<file path="config.mk">
export PLATFORM = sky130hd
export DESIGN_NAME = mmc_cmd_framer
export DESIGN_NICKNAME = d
export VERILOG_FILES = /design/src/rtl/mmc_cmd_framer.sv
export SDC_FILE = /design/constraint.sdc
export NUM_CORES = 1
export LEC_CHECK = 0
export CORE_MARGIN = 4
export CORE_UTILIZATION = 50
export CTS_BUF_LIST = sky130_fd_sc_hd__clkbuf_8 sky130_fd_sc_hd__clkbuf_16
export DETAILED_ROUTE_END_ITERATION = 6
export PLACE_DENSITY = 0.7
export SLEW_MARGIN = 20
export SYNTH_ARGS = -nofsm -noshare
export SYNTH_HDL_FRONTEND = slang
export SYNTH_SLANG_ARGS = --single-unit
export TNS_END_PERCENT = 30
</file>
<file path="constraint.sdc">
create_clock -name FIFO_clk -period 3.7 [get_ports FIFO_clk]
set_clock_uncertainty 0.15 [all_clocks]
set_input_delay 0.74 -clock FIFO_clk [delete_from_list [all_inputs] [get_ports FIFO_clk]]
set_output_delay 0.74 -clock FIFO_clk [all_outputs]
set_load 0.02 [all_outputs]
</file>
<file path="src/rtl/mmc_cmd_framer.sv">
// mmc_cmd_framer
// Sniffs the MMC CMD line and turns it into whole command/response frames,
// each emitted as a byte stream: one header byte, then the frame MSB first.
//
// Ports:
//   FIFO_clk   system clock (FX2 IFCLK)
//   reset_n    asynchronous active-low reset
//   mmc_clk_s  MMC_CLK, already synchronized to FIFO_clk
//   mmc_cmd_s  MMC_CMD, synchronized with the same delay as mmc_clk_s
//   out_data   stream byte
//   out_valid  out_data holds a byte to transfer
//   out_ready  consumer accepts the byte (FIFO not-full)
//   busy       frame being received or drained
//   drop_err   sticky: a completed frame was discarded because the buffer was busy
//
// Header byte: {1, dir, long, crc_ok, end_ok, dropped_since_last_header, 2'b00}.
module mmc_cmd_framer #(
  parameter bit         SAMPLE_RISING   = 1'b1,
  parameter logic [5:0] LONG_RESP_IDX_A = 6'd2,
  parameter logic [5:0] LONG_RESP_IDX_B = 6'd9,
  parameter logic [5:0] LONG_RESP_IDX_C = 6'd10
) (
  input  logic       FIFO_clk,
  input  logic       reset_n,
  input  logic       mmc_clk_s,
  input  logic       mmc_cmd_s,
  output logic [7:0] out_data,
  output logic       out_valid,
  input  logic       out_ready,
  output logic       busy,
  output logic       drop_err
);

  typedef enum logic [1:0] {
    ST_IDLE = 2'd0,
    ST_HDR  = 2'd1,
    ST_BODY = 2'd2
  } state_t;

  state_t         state_q, state_d;
  logic           clk_d_q, clk_d_d;
  logic [7:0]     cnt_q, cnt_d;
  logic           dir_q, dir_d;
  logic           long_q, long_d;
  logic [134:0]   shift_q, shift_d;
  logic [6:0]     crc_q, crc_d;
  logic [5:0]     last_idx_q, last_idx_d;
  logic [143:0]   buf_q, buf_d;
  logic [4:0]     rem_q, rem_d;
  logic           out_valid_q, out_valid_d;
  logic           busy_q, busy_d;
  logic           drop_err_q, drop_err_d;
  logic           pend_drop_q, pend_drop_d;

  logic           strobe_s;
  logic           bit_s;
  logic [135:0]   shift_nx_s;
  logic [7:0]     cnt_inc_s;
  logic [7:0]     target_s;
  logic           crc_win_s;
  logic [6:0]     crc_base_s;
  logic           crc_ok_s;
  logic [7:0]     hdr_s;
  logic           long_idx_s;
  logic           xfer_s;
  logic           done_s;

  // Serial CRC7 step, polynomial x^7 + x^3 + 1.
  function automatic logic [6:0] crc7_step(input logic [6:0] crc, input logic b);
    logic fb;
    fb = b ^ crc[6];
    return {crc[5:3], crc[2] ^ fb, crc[1:0], fb};
  endfunction

  // Next-state logic: bit receive FSM, CRC, frame hand-off and output buffer.
  always_comb begin
    strobe_s   = SAMPLE_RISING ? (!clk_d_q && mmc_clk_s) : (clk_d_q && !mmc_clk_s);
    bit_s      = mmc_cmd_s;
    shift_nx_s = {shift_q, bit_s};
    cnt_inc_s  = cnt_q + 8'd1;
    target_s   = long_q ? 8'd136 : 8'd48;
    // Long frames exclude their first byte from the CRC, so the CRC restarts at bit index 8.
    crc_win_s  = long_q ? ((cnt_q >= 8'd8) && (cnt_q < 8'd128)) : (cnt_q < 8'd40);
    crc_base_s = (long_q && (cnt_q == 8'd8)) ? 7'd0 : crc_q;
    crc_ok_s   = (crc_q == shift_nx_s[7:1]);
    hdr_s      = {1'b1, dir_q, long_q, crc_ok_s, shift_nx_s[0], pend_drop_q, 2'b00};
    long_idx_s = (last_idx_q == LONG_RESP_IDX_A) || (last_idx_q == LONG_RESP_IDX_B) ||
                 (last_idx_q == LONG_RESP_IDX_C);
    xfer_s     = out_valid_q && out_ready;

    clk_d_d     = mmc_clk_s;
    state_d     = state_q;
    cnt_d       = cnt_q;
    dir_d       = dir_q;
    long_d      = long_q;
    shift_d     = shift_q;
    crc_d       = crc_q;
    last_idx_d  = last_idx_q;
    drop_err_d  = drop_err_q;
    pend_drop_d = pend_drop_q;
    done_s      = 1'b0;

    if (strobe_s) begin
      case (state_q)
        ST_IDLE: begin
          if (!bit_s) begin
            state_d = ST_HDR;
            shift_d = shift_nx_s[134:0];
            cnt_d   = 8'd1;
            long_d  = 1'b0;
            crc_d   = crc7_step(7'd0, bit_s);
          end else begin
            state_d = ST_IDLE;
          end
        end
        ST_HDR: begin
          state_d = ST_BODY;
          shift_d = shift_nx_s[134:0];
          cnt_d   = cnt_inc_s;
          dir_d   = bit_s;
          long_d  = !bit_s && long_idx_s;
          crc_d   = crc7_step(crc_q, bit_s);
        end
        ST_BODY: begin
          shift_d = shift_nx_s[134:0];
          cnt_d   = cnt_inc_s;
          if (crc_win_s) begin
            crc_d = crc7_step(crc_base_s, bit_s);
          end else begin
            crc_d = crc_q;
          end
          // Completion is handled in the strobe cycle of the final bit.
          if (cnt_inc_s == target_s) begin
            done_s  = 1'b1;
            state_d = ST_IDLE;
          end else begin
            state_d = ST_BODY;
          end
        end
        default: begin
          state_d = ST_IDLE;
        end
      endcase
    end else begin
      state_d = state_q;
    end

    if (xfer_s) begin
      buf_d = {buf_q[135:0], 8'h00};
      rem_d = rem_q - 5'd1;
    end else begin
      buf_d = buf_q;
      rem_d = rem_q;
    end

    if (done_s) begin
      if (dir_q) begin
        last_idx_d = shift_nx_s[45:40];
      end else begin
        last_idx_d = last_idx_q;
      end
      // A frame may load into an empty buffer, or into one whose final byte leaves this cycle.
      if (!out_valid_q || (xfer_s && (rem_q == 5'd1))) begin
        pend_drop_d = 1'b0;
        if (long_q) begin
          buf_d = {hdr_s, shift_nx_s};
          rem_d = 5'd18;
        end else begin
          buf_d = {hdr_s, shift_nx_s[47:0], 88'd0};
          rem_d = 5'd7;
        end
      end else begin
        drop_err_d  = 1'b1;
        pend_drop_d = 1'b1;
      end
    end else begin
      last_idx_d = last_idx_q;
    end

    out_valid_d = (rem_d != 5'd0);
    busy_d      = (state_d != ST_IDLE) || out_valid_d;
  end

  // State and output registers.
  always_ff @(posedge FIFO_clk or negedge reset_n) begin
    if (!reset_n) begin
      state_q     <= ST_IDLE;
      clk_d_q     <= 1'b0;
      cnt_q       <= 8'd0;
      dir_q       <= 1'b0;
      long_q      <= 1'b0;
      shift_q     <= '0;
      crc_q       <= 7'd0;
      last_idx_q  <= 6'd63;
      buf_q       <= '0;
      rem_q       <= 5'd0;
      out_valid_q <= 1'b0;
      busy_q      <= 1'b0;
      drop_err_q  <= 1'b0;
      pend_drop_q <= 1'b0;
    end else begin
      state_q     <= state_d;
      clk_d_q     <= clk_d_d;
      cnt_q       <= cnt_d;
      dir_q       <= dir_d;
      long_q      <= long_d;
      shift_q     <= shift_d;
      crc_q       <= crc_d;
      last_idx_q  <= last_idx_d;
      buf_q       <= buf_d;
      rem_q       <= rem_d;
      out_valid_q <= out_valid_d;
      busy_q      <= busy_d;
      drop_err_q  <= drop_err_d;
      pend_drop_q <= pend_drop_d;
    end
  end

  assign out_data  = buf_q[143:136];
  assign out_valid = out_valid_q;
  assign busy      = busy_q;
  assign drop_err  = drop_err_q;

endmodule

</file>
# --- After elaboration in Yosys (flattened, before gate mapping) ---
# Index checks and enable logic that the tools add are counted.
op_classes:
  n_addsub: 2
  order_cmp: 3
  n_eq_ne: 11
  mux: 28
  bitwise_logic: 5
  n_reduce_logical: 26
ops:
  columns: ["op", "count"]
  rows:
  - ["$mux W144", 3]
  - ["$pmux W135 S2", 1]
  - ["$mux W142", 1]
  - ["$mux W135", 1]
  - ["$mux W7", 3]
  - ["$pmux W7 S3", 1]
  - ["$mux W5", 4]
  - ["$mux W8", 2]
  - ["$pmux W8 S2", 1]
  - ["$eq A6 B4 Y1 const B", 2]
  - ["$add A8 B1 Y8 const B", 1]
  - ["$eq A8 B4 Y1 const B", 1]
  - ["$eq A8 B8 Y1", 1]
  - ["$ge A8 B4 Y1 const B", 1]
  - ["$lt A8 B6 Y1 const B", 1]
  - ["$lt A8 B8 Y1 const B", 1]
  - ["$eq A7 B7 Y1", 1]
  - ["$mux W1", 7]
  - ["$eq A6 B2 Y1 const B", 1]
  - ["$logic_and A1 B1 Y1", 6]
  - ["$pmux W2 S3", 1]
  - ["$reduce_and A2 Y1", 3]
  - ["$reduce_and A3 Y1", 2]
  - ["$reduce_bool A2 Y1", 3]
  - ["other kinds (16)", 26]
word_totals:
  regBits: 314
  in_bits: 5

# --- Depth between registers and ports, before layout ---
# Gate-level depths: netlist of run 1.
depth:
  depth_word: 8
  ltp_mapped: 10
  mapped_depth_nobuf: 8

# --- Worst setup path after synthesis of run 1 ---
# Ideal clock, no wire load.
synth_timing:
  path_type: "reg2reg"
  start: "register cnt_q[0]"
  end: "register buf_q[138]"
  setup_time_ns: 0.125
  t_arrival_ns: 2.694
  setup_slack_ns: 0.732
  stages_incl_launch_ff: 10
  n_path_buf: 2
  period_less_slack_ns: 2.968
  cell_sequence: "dfrtp_1 > ha_1 > or3b_1 > a2111oi_2 > a2111o_1 > o2111ai_1 > nor4_1 > buf_2 > buf_4 > mux2_2"
synth_between:
  elab_chain_cells: 6
synth_lines:
  columns: ["element", "line_no", "source"]
  rows:
  - ["from (decl)", "42", "logic [7:0] cnt_q, cnt_d;"]
  - ["from (signal assigned)", "204", "cnt_q <= cnt_d;"]
  - ["$add A8 B1 Y8", "80", "cnt_inc_s = cnt_q + 8'd1;"]
  - ["$eq A8 B8 Y1", "133", "if (cnt_inc_s == target_s) begin"]
  - ["$mux W1", "133", null]
  - ["$mux W1", "104", "case (state_q)"]
  - ["$mux W1", "103", "if (strobe_s) begin"]
  - ["$mux W144", "156", "if (done_s) begin"]
  - ["net buf_d[138]", "48", "logic [143:0] buf_q, buf_d;"]
  - ["to (signal assigned)", "210", "buf_q <= buf_d;"]
  - ["to (decl)", "48", null]
# The timed path passes the listed nets, and every way through them passes these cells.
# A chain may end at the register's enable or synchronous reset.

# --- Final worst setup path of run 1 ---
layout_timing:
  start: "register cnt_q[0]"
  end: "register buf_q[67]"
# Same word-level chain as after synthesis.

==> results of run 1 <==
-- logic make-up after synthesis --
| group | count (synthesis) | synth area share [%] |
|---|---|---|
| buf+inv | 104 | 4.07 |
| mux | 335 | 22.8 |
| compound gates | 56 | 2.66 |
| flops | 314 | 53.2 |
| fa+ha+maj | 10 | 0.846 |
| xor+xnor | 12 | 0.711 |
| simple gates | 585 | 15.7 |
-- per-layer routing --
| layer | track usage [%] | share of wire, % | up-vias |
|---|---|---|---|
| met5 | 0 | 0 | - |
| met4 | 4.97 | 1.8 | 0 |
| met3 | 3.13 | 4.1 | 44 |
| met2 | 32.8 | 49 | 173 |
| met1 | 27.5 | 45 | 5006 |
| li1 | - | - | 4719 |
-- cells in the mapped netlist, drive strengths merged (3+ instances only) --
library cell / count / share of area [%]
ha: 10 / 0.85
nor4bb: 3 / 0.20
xor2: 6 / 0.36
buf: 28 / 2.1
xnor2: 6 / 0.36
a22o: 6 / 0.36
nand3: 9 / 0.30
nand4: 4 / 0.17
mux2i: 318 / 22
nor2: 15 / 0.38
mux2: 17 / 1.3
nor3: 7 / 0.24
inv: 11 / 0.28
o21ai: 13 / 0.44
dfrtp: 308 / 52
a21o: 4 / 0.20
nor4: 6 / 0.25
dfstp: 6 / 1.1
o21a: 3 / 0.15
nand2: 523 / 13
a21oi: 10 / 0.34
clkbuf: 65 / 1.6
-- per-stage QoR --
stage	cell area (um2)	cells	setup slack, ns	util (%)	hold WS [ns]
final	16500	1818	0.261	57.1	0.0469
after global routing	16500	1818	0.00364	57.1	0.0788
after CTS	16500	1818	0.274	57.1	0.0566
after detailed placement	15400	1759	0.307	53.3	0.300
after global placement	15400	1759	0.386	53.3	0.293
after floorplan	14800	1416	0.732	-	0.294
-- power breakdown --
part	switching [mW]	leakage (nW)	internal [mW]	total (mW)
registers	0.320	4.31	3.63	3.95
logic	0.813	3.04	0.557	1.37
clock network	1.36	0.586	2.02	3.38
-- how the worst max path moves through the flow --
stage                    startpoint                   end  slack (ns)  depth (start not counted)
6_report       cnt_q[0]$_DFFE_PN0P_   buf_q[67]$_DFF_PN0_        0.26                         10
5_1_grt        cnt_q[0]$_DFFE_PN0P_    buf_q[0]$_DFF_PN0_       0.004                         10
4_1_cts        cnt_q[0]$_DFFE_PN0P_   buf_q[24]$_DFF_PN0_        0.27                         10
3_5_place_dp   cnt_q[0]$_DFFE_PN0P_   buf_q[24]$_DFF_PN0_        0.31                         10
3_3_place_gp   cnt_q[0]$_DFFE_PN0P_    buf_q[0]$_DFF_PN0_        0.39                         10
2_1_floorplan  cnt_q[0]$_DFFE_PN0P_  buf_q[138]$_DFF_PN0_        0.73                          9
-- flip-flops by register name (all words and copies together) (netlist names) --
name         cells
pend_drop_q      1
shift_q        135
last_idx_q       6
state_q          2
crc_q            7
long_q           1
cnt_q            8
out_valid        1
dir_q            1
clk_d_q          1
buf_q          144
drop_err         1
busy             1
rem_q            5
-- worst max-delay path, cell delays in order, from the launching register on --
cell and delay [ns]:
dfrtp_1 0.46, ha_1 0.33, or3b_1 0.42, a2111oi_2 0.38, a2111o_1 0.18, o2111ai_1 0.20
nor4_2 0.37, buf_12 0.22, buf_12 0.21, buf_4 0.19, mux2i_1 0.22
-- final cells by class --
type	instances	share of cell area [%]
timing repair buffer	52	4.13
inverter	11	0.250
tap	384	2.91
clock inverter	16	0.787
clock buffer	43	5.96
sequential	314	47.6
multi-input combinational	998	38.4
==> run summary, run 1 <==
outcome -> completed
worst-path maximum fanout -> 20
crit path capture type -> register
Post-CTS Resized -> 0
antenna fix cells -> 0
Req. time, crit path -> 3.97 ns
GRT Util Overall -> 19.8%
CTS sink cnt -> 314
Final #Nets -> 1427
multi-input logic area -> 0.00635 mm2
Top FF cell, synth -> dfrtp_1
number of fillers in the final layout -> 2489
CTS Hold Bufs -> 0
LEAKAGE -> 7.93 nW
final setup fails -> 0
largest net degree at the start of global routing -> 87
First-pass DRT Iterations -> 7
die height -> 180 um
worst hold-check path type -> input port to asynchronous set/reset pin
CP Launch Type -> register
Max Fclk -> 291 MHz
Area Growth Syn to Fin -> 11.8%
Core Area -> 0.0289 mm2
Die ar. -> 0.0324 mm2
Initial Util -> 51.1%
commonest non-fill, non-tap cell in the layout -> nand2_1
most frequent cells in the layout -> 522 x nand2_1, 318 x mux2i_1, 307 x dfrtp_1, 35 x clkbuf_16, 20 x buf_12
first-pass GRT wire length -> 53.9 mm
clk root buf -> clkbuf_16
post-synthesis sequential area ratio -> 53.2%
Min Clock Period, post-route -> 3.44 ns
RR Endpoint -> buf_q[67]$_DFF_PN0_
Die X -> 180 um
layout cells sized above 1 -> 8.30%
total gr overflow -> 0
Mean Syn Cell Area -> 10.4 um2
routed wire length per instance -> 17.4 um
MaxCap Viol Count -> 0
EDFF count, synth -> 0
post-DR vias/cell -> 5.47
TritonCTS clock tree -> built
critical setup path kind -> register to register
CP Data Arrival Time -> 3.71 ns
worst vdd ir -> 0.000309 V
# rows -> 62
#FFs+latches synth -> 314
# IOs -> 16
syn nets -> 1431
Final period util -> 92.9%
register area -> 0.00787 mm2
Worst Reg-to-Reg Cells -> 10
Pwr Density -> 526 mW/mm2
Post-synth ARST share -> 100%
drt first-iter violations -> 772
postcts setup bufs -> 0
Hold Fails Final Rpt -> 0
final wirelength -> 31.6 mm
Detailed Place HPWL -> 20.6 mm
vias -> 9942
synthesized area -> 0.0148 mm2
Clock Tree Buf Depth -> 3
initial antenna violation count -> 0
Power, Total -> 8.70 mW
clock latency on the worst-skew pair -> 0.51 ns
RR Startpoint -> cnt_q[0]$_DFFE_PN0P_
GP Congestion -> 0.806
IO Port Bufs -> 15
Slew Viols, Final -> 0
H-tree depth -> 2
setup TNS -> 0 ns
RSZ-0062 raised after global routing -> no
Reg clk slew, reported paths -> 0.06 ns
# DRC -> 0
worst rel slew slack -> 27.9%
Num CTS Buffers -> 35
Yosys warnings -> 0
r2r setup slk -> 0.26 ns
Gate Count Post-Synth -> 1416
library cells used by synthesis -> 54
Detail Route Antenna Nets -> 0
vias in the first global route -> 10263
Worst-Margin Slew -> 1.08 ns
Power figures use the tool's default switching activity.
==> run 2, diff against run 1 <==
Settings changed: SKIP_CTS_REPAIR_TIMING set to 1.
Clock period 3.7 ns to 3.5 ns, I/O delays scaled along.
==> run 2 against run 1 <==
Compared with the run above: sequential power rose by 5.3%; die area unchanged; maximum frequency rose by 6.8%; critical path depth unchanged; highest routed layer unchanged; count of clock-buffer cells in the layout grew 1; largest cell class unchanged; sequential share of layout area rose by 0.16 points; cell count fell by 0.11%; utilization down 0.19 points; largest power group unchanged; via count fell by 0.40%; flip-flop and latch count stayed put; worst setup slack improved by 0.020 ns; clock power up 6.8%.
==> run summary, run 2 (synthesis results as in run 1) <==
Initial Util -> 51.1% (unchanged)
CP Launch Type -> register (unchanged)
final wirelength -> 31.8 mm (was 31.6 mm)
LEAKAGE -> 7.91 nW (was 7.93 nW)
antenna fix cells -> 0 (unchanged)
CP Data Arrival Time -> 3.49 ns (was 3.71 ns)
Post-Place Cells -> 1756 (was 1759)
Core Area -> 0.0289 mm2 (unchanged)
# IOs -> 16 (unchanged)
post-route cell area -> 0.0165 mm2 (about the same)
Min Clock Period, post-route -> 3.22 ns (was 3.44 ns)
CP most frequent cell -> buf_4 (was buf_12)
die height -> 180 um (unchanged)
Die X -> 180 um (unchanged)
final setup fails -> 0 (unchanged)
Num CTS Buffers -> 34 (was 35)
Die ar. -> 0.0324 mm2 (unchanged)
Detail Route Antenna Nets -> 0 (unchanged)
number of fillers in the final layout -> 2436 (was 2489)
pre-CTS setup slack -> 0.242 ns (was 0.307 ns)
Pwr Density -> 560 mW/mm2 (was 526 mW/mm2)
dpl cell area -> 0.0153 mm2 (was 0.0154 mm2)
worst rel slew slack -> 34.6% (was 27.9%)
total gr overflow -> 0 (unchanged)
Clock Tree Buf Depth -> 3 (unchanged)
Worst-Margin Slew -> 0.980 ns (was 1.08 ns)
Largest register FFs -> 144 (unchanged)
Area Growth Syn to Fin -> 11.4% (was 11.8%)
# DRC -> 0 (unchanged)
worst vdd ir -> 0.000339 V (was 0.000309 V)
post-route insts no fill -> 1816 (was 1818)
Req. time, crit path -> 3.77 ns (was 3.97 ns)
vias -> 9902 (was 9942)
top flop regs -> buf_q: 144 flops, shift_q: 135 flops, cnt_q: 8 flops (unchanged)
outcome -> completed (unchanged)
Slew Viols, Final -> 0 (unchanged)
GP Congestion -> 0.832 (was 0.806)
Reg clk slew, reported paths -> 0.06 ns (about the same)
worst hold-check path type -> input port to asynchronous set/reset pin (unchanged)
Worst Reg-to-Reg Cells -> 10 (unchanged)
CTS sink cnt -> 314 (unchanged)
Max Fclk -> 311 MHz (was 291 MHz)
worst-path cell chain -> ha_2 > or3b_1 > a2111oi_2 > a2111o_1 > o2111ai_1 > nor4_2 > buf_4 > buf_4 > buf_4 > mux2i_1 (was ha_1 > or3b_1 > a2111oi_2 > a2111o_1 > o2111ai_1 > nor4_2 > buf_12 > buf_12 > buf_4 > mux2i_1)
GRT Util Overall -> 19.6% (was 19.8%)
first-pass GRT wire length -> 53.3 mm (was 53.9 mm)
final worst slack -> 0.281 ns (was 0.261 ns)
# rows -> 62 (unchanged)
Top reg by flops -> buf_q (unchanged)
Detailed Place HPWL -> 20.1 mm (was 20.6 mm)
IO Port Bufs -> 15 (unchanged)
largest net degree at the start of global routing -> 90 (was 87)
TritonCTS clock tree -> built (unchanged)
critical path's slowest cell -> dfrtp_1 (unchanged)
drt first-iter violations -> 727 (was 772)
routed wire length per instance -> 17.5 um (was 17.4 um)
clock latency on the worst-skew pair -> 0.50 ns (was 0.51 ns)
Power, Total -> 9.23 mW (was 8.70 mW)
RSZ-0062 raised after global routing -> no (unchanged)
H-tree depth -> 2 (unchanged)
Final #Nets -> 1423 (was 1427)
post-DR vias/cell -> 5.45 (was 5.47)
Worst path max stage delay -> 0.46 ns (about the same)
critical setup path kind -> register to register (unchanged)
worst-path maximum fanout -> 14 (was 20)
MaxCap Viol Count -> 0 (unchanged)
vias in the first global route -> 10103 (was 10263)
clk root buf -> clkbuf_16 (unchanged)
commonest non-fill, non-tap cell in the layout -> nand2_1 (unchanged)
Hold Fails Final Rpt -> 0 (unchanged)
initial antenna violation count -> 0 (unchanged)
most frequent cells in the layout -> 522 x nand2_1, 318 x mux2i_1, 307 x dfrtp_1, 37 x clkbuf_16, 20 x inv_1 (was 522 x nand2_1, 318 x mux2i_1, 307 x dfrtp_1, 35 x clkbuf_16, 20 x buf_12)
layout cells sized above 1 -> 8.17% (was 8.30%)
Final period util -> 92.0% (was 92.9%)
First-pass DRT Iterations -> 5 (was 7)
crit path capture type -> register (unchanged)
setup TNS -> 0 ns (unchanged)
## run 2: layout make-up
type,instances,area (um2),share of cell area (%)
Clock inverter,16,123,0.744
Sequential cell,314,7870,47.7
Clock buffer,44,1020,6.20
Tap cell,384,480,2.92
Inverter,11,41.3,0.251
Timing Repair Buffer,49,598,3.63
Multi-Input combinational cell,998,6350,38.5
## run 2: layer usage
layer / GRT usage (%) / share of wire [%] / routed length, um
met1: 28.3 / 48 / 15300
met2: 31.3 / 46 / 14700
met3: 2.75 / 2.9 / 929
met4: 5.39 / 2.6 / 814
met5: 0 / 0 / 0
## run 2: worst max-delay path, delay by kind of cell (launching register included)
| kind | cells | cell delay (ns) |
|---|---|---|
| buffers and inverters | 3 | 0.64 |
| multiplexers | 1 | 0.21 |
| flip-flops | 1 | 0.46 |
| AND/OR/NAND/NOR | 2 | 0.66 |
| AO/OA/AOI/OAI | 3 | 0.74 |
| adder cells (fa/ha/maj) | 1 | 0.27 |
## run 2: final timing paths
path | to | start | slack, ns
setup / recovery | buf_q[135]$_DFF_PN0_ | cnt_q[0]$_DFFE_PN0P_ | 0.28
hold / removal | cnt_q[6]$_DFFE_PN0P_ | reset_n | 0.05
setup reg to reg | buf_q[135]$_DFF_PN0_ | cnt_q[0]$_DFFE_PN0P_ | 0.28
hold reg to reg | drop_err$_DFFE_PN0P_ | drop_err$_DFFE_PN0P_ | 0.31
max in group asynchronous | shift_q[113]$_DFFE_PN0P_ | reset_n | 2.18
min in group FIFO_clk | drop_err$_DFFE_PN0P_ | drop_err$_DFFE_PN0P_ | 0.31
## run 2: per-stage QoR
step,hold slack (ns),utilization (%)
floorplan,0.254,-
global placement,0.295,53.0
detailed placement,0.301,53.0
CTS,0.0839,57.0
global route,0.111,57.0
finish,0.0510,57.0
## run 2: where the power goes
group | switching, mW | internal (mW)
clock | 1.41 | 2.20
combinational | 0.876 | 0.586
sequential | 0.323 | 3.84
total | 2.61 | 6.62
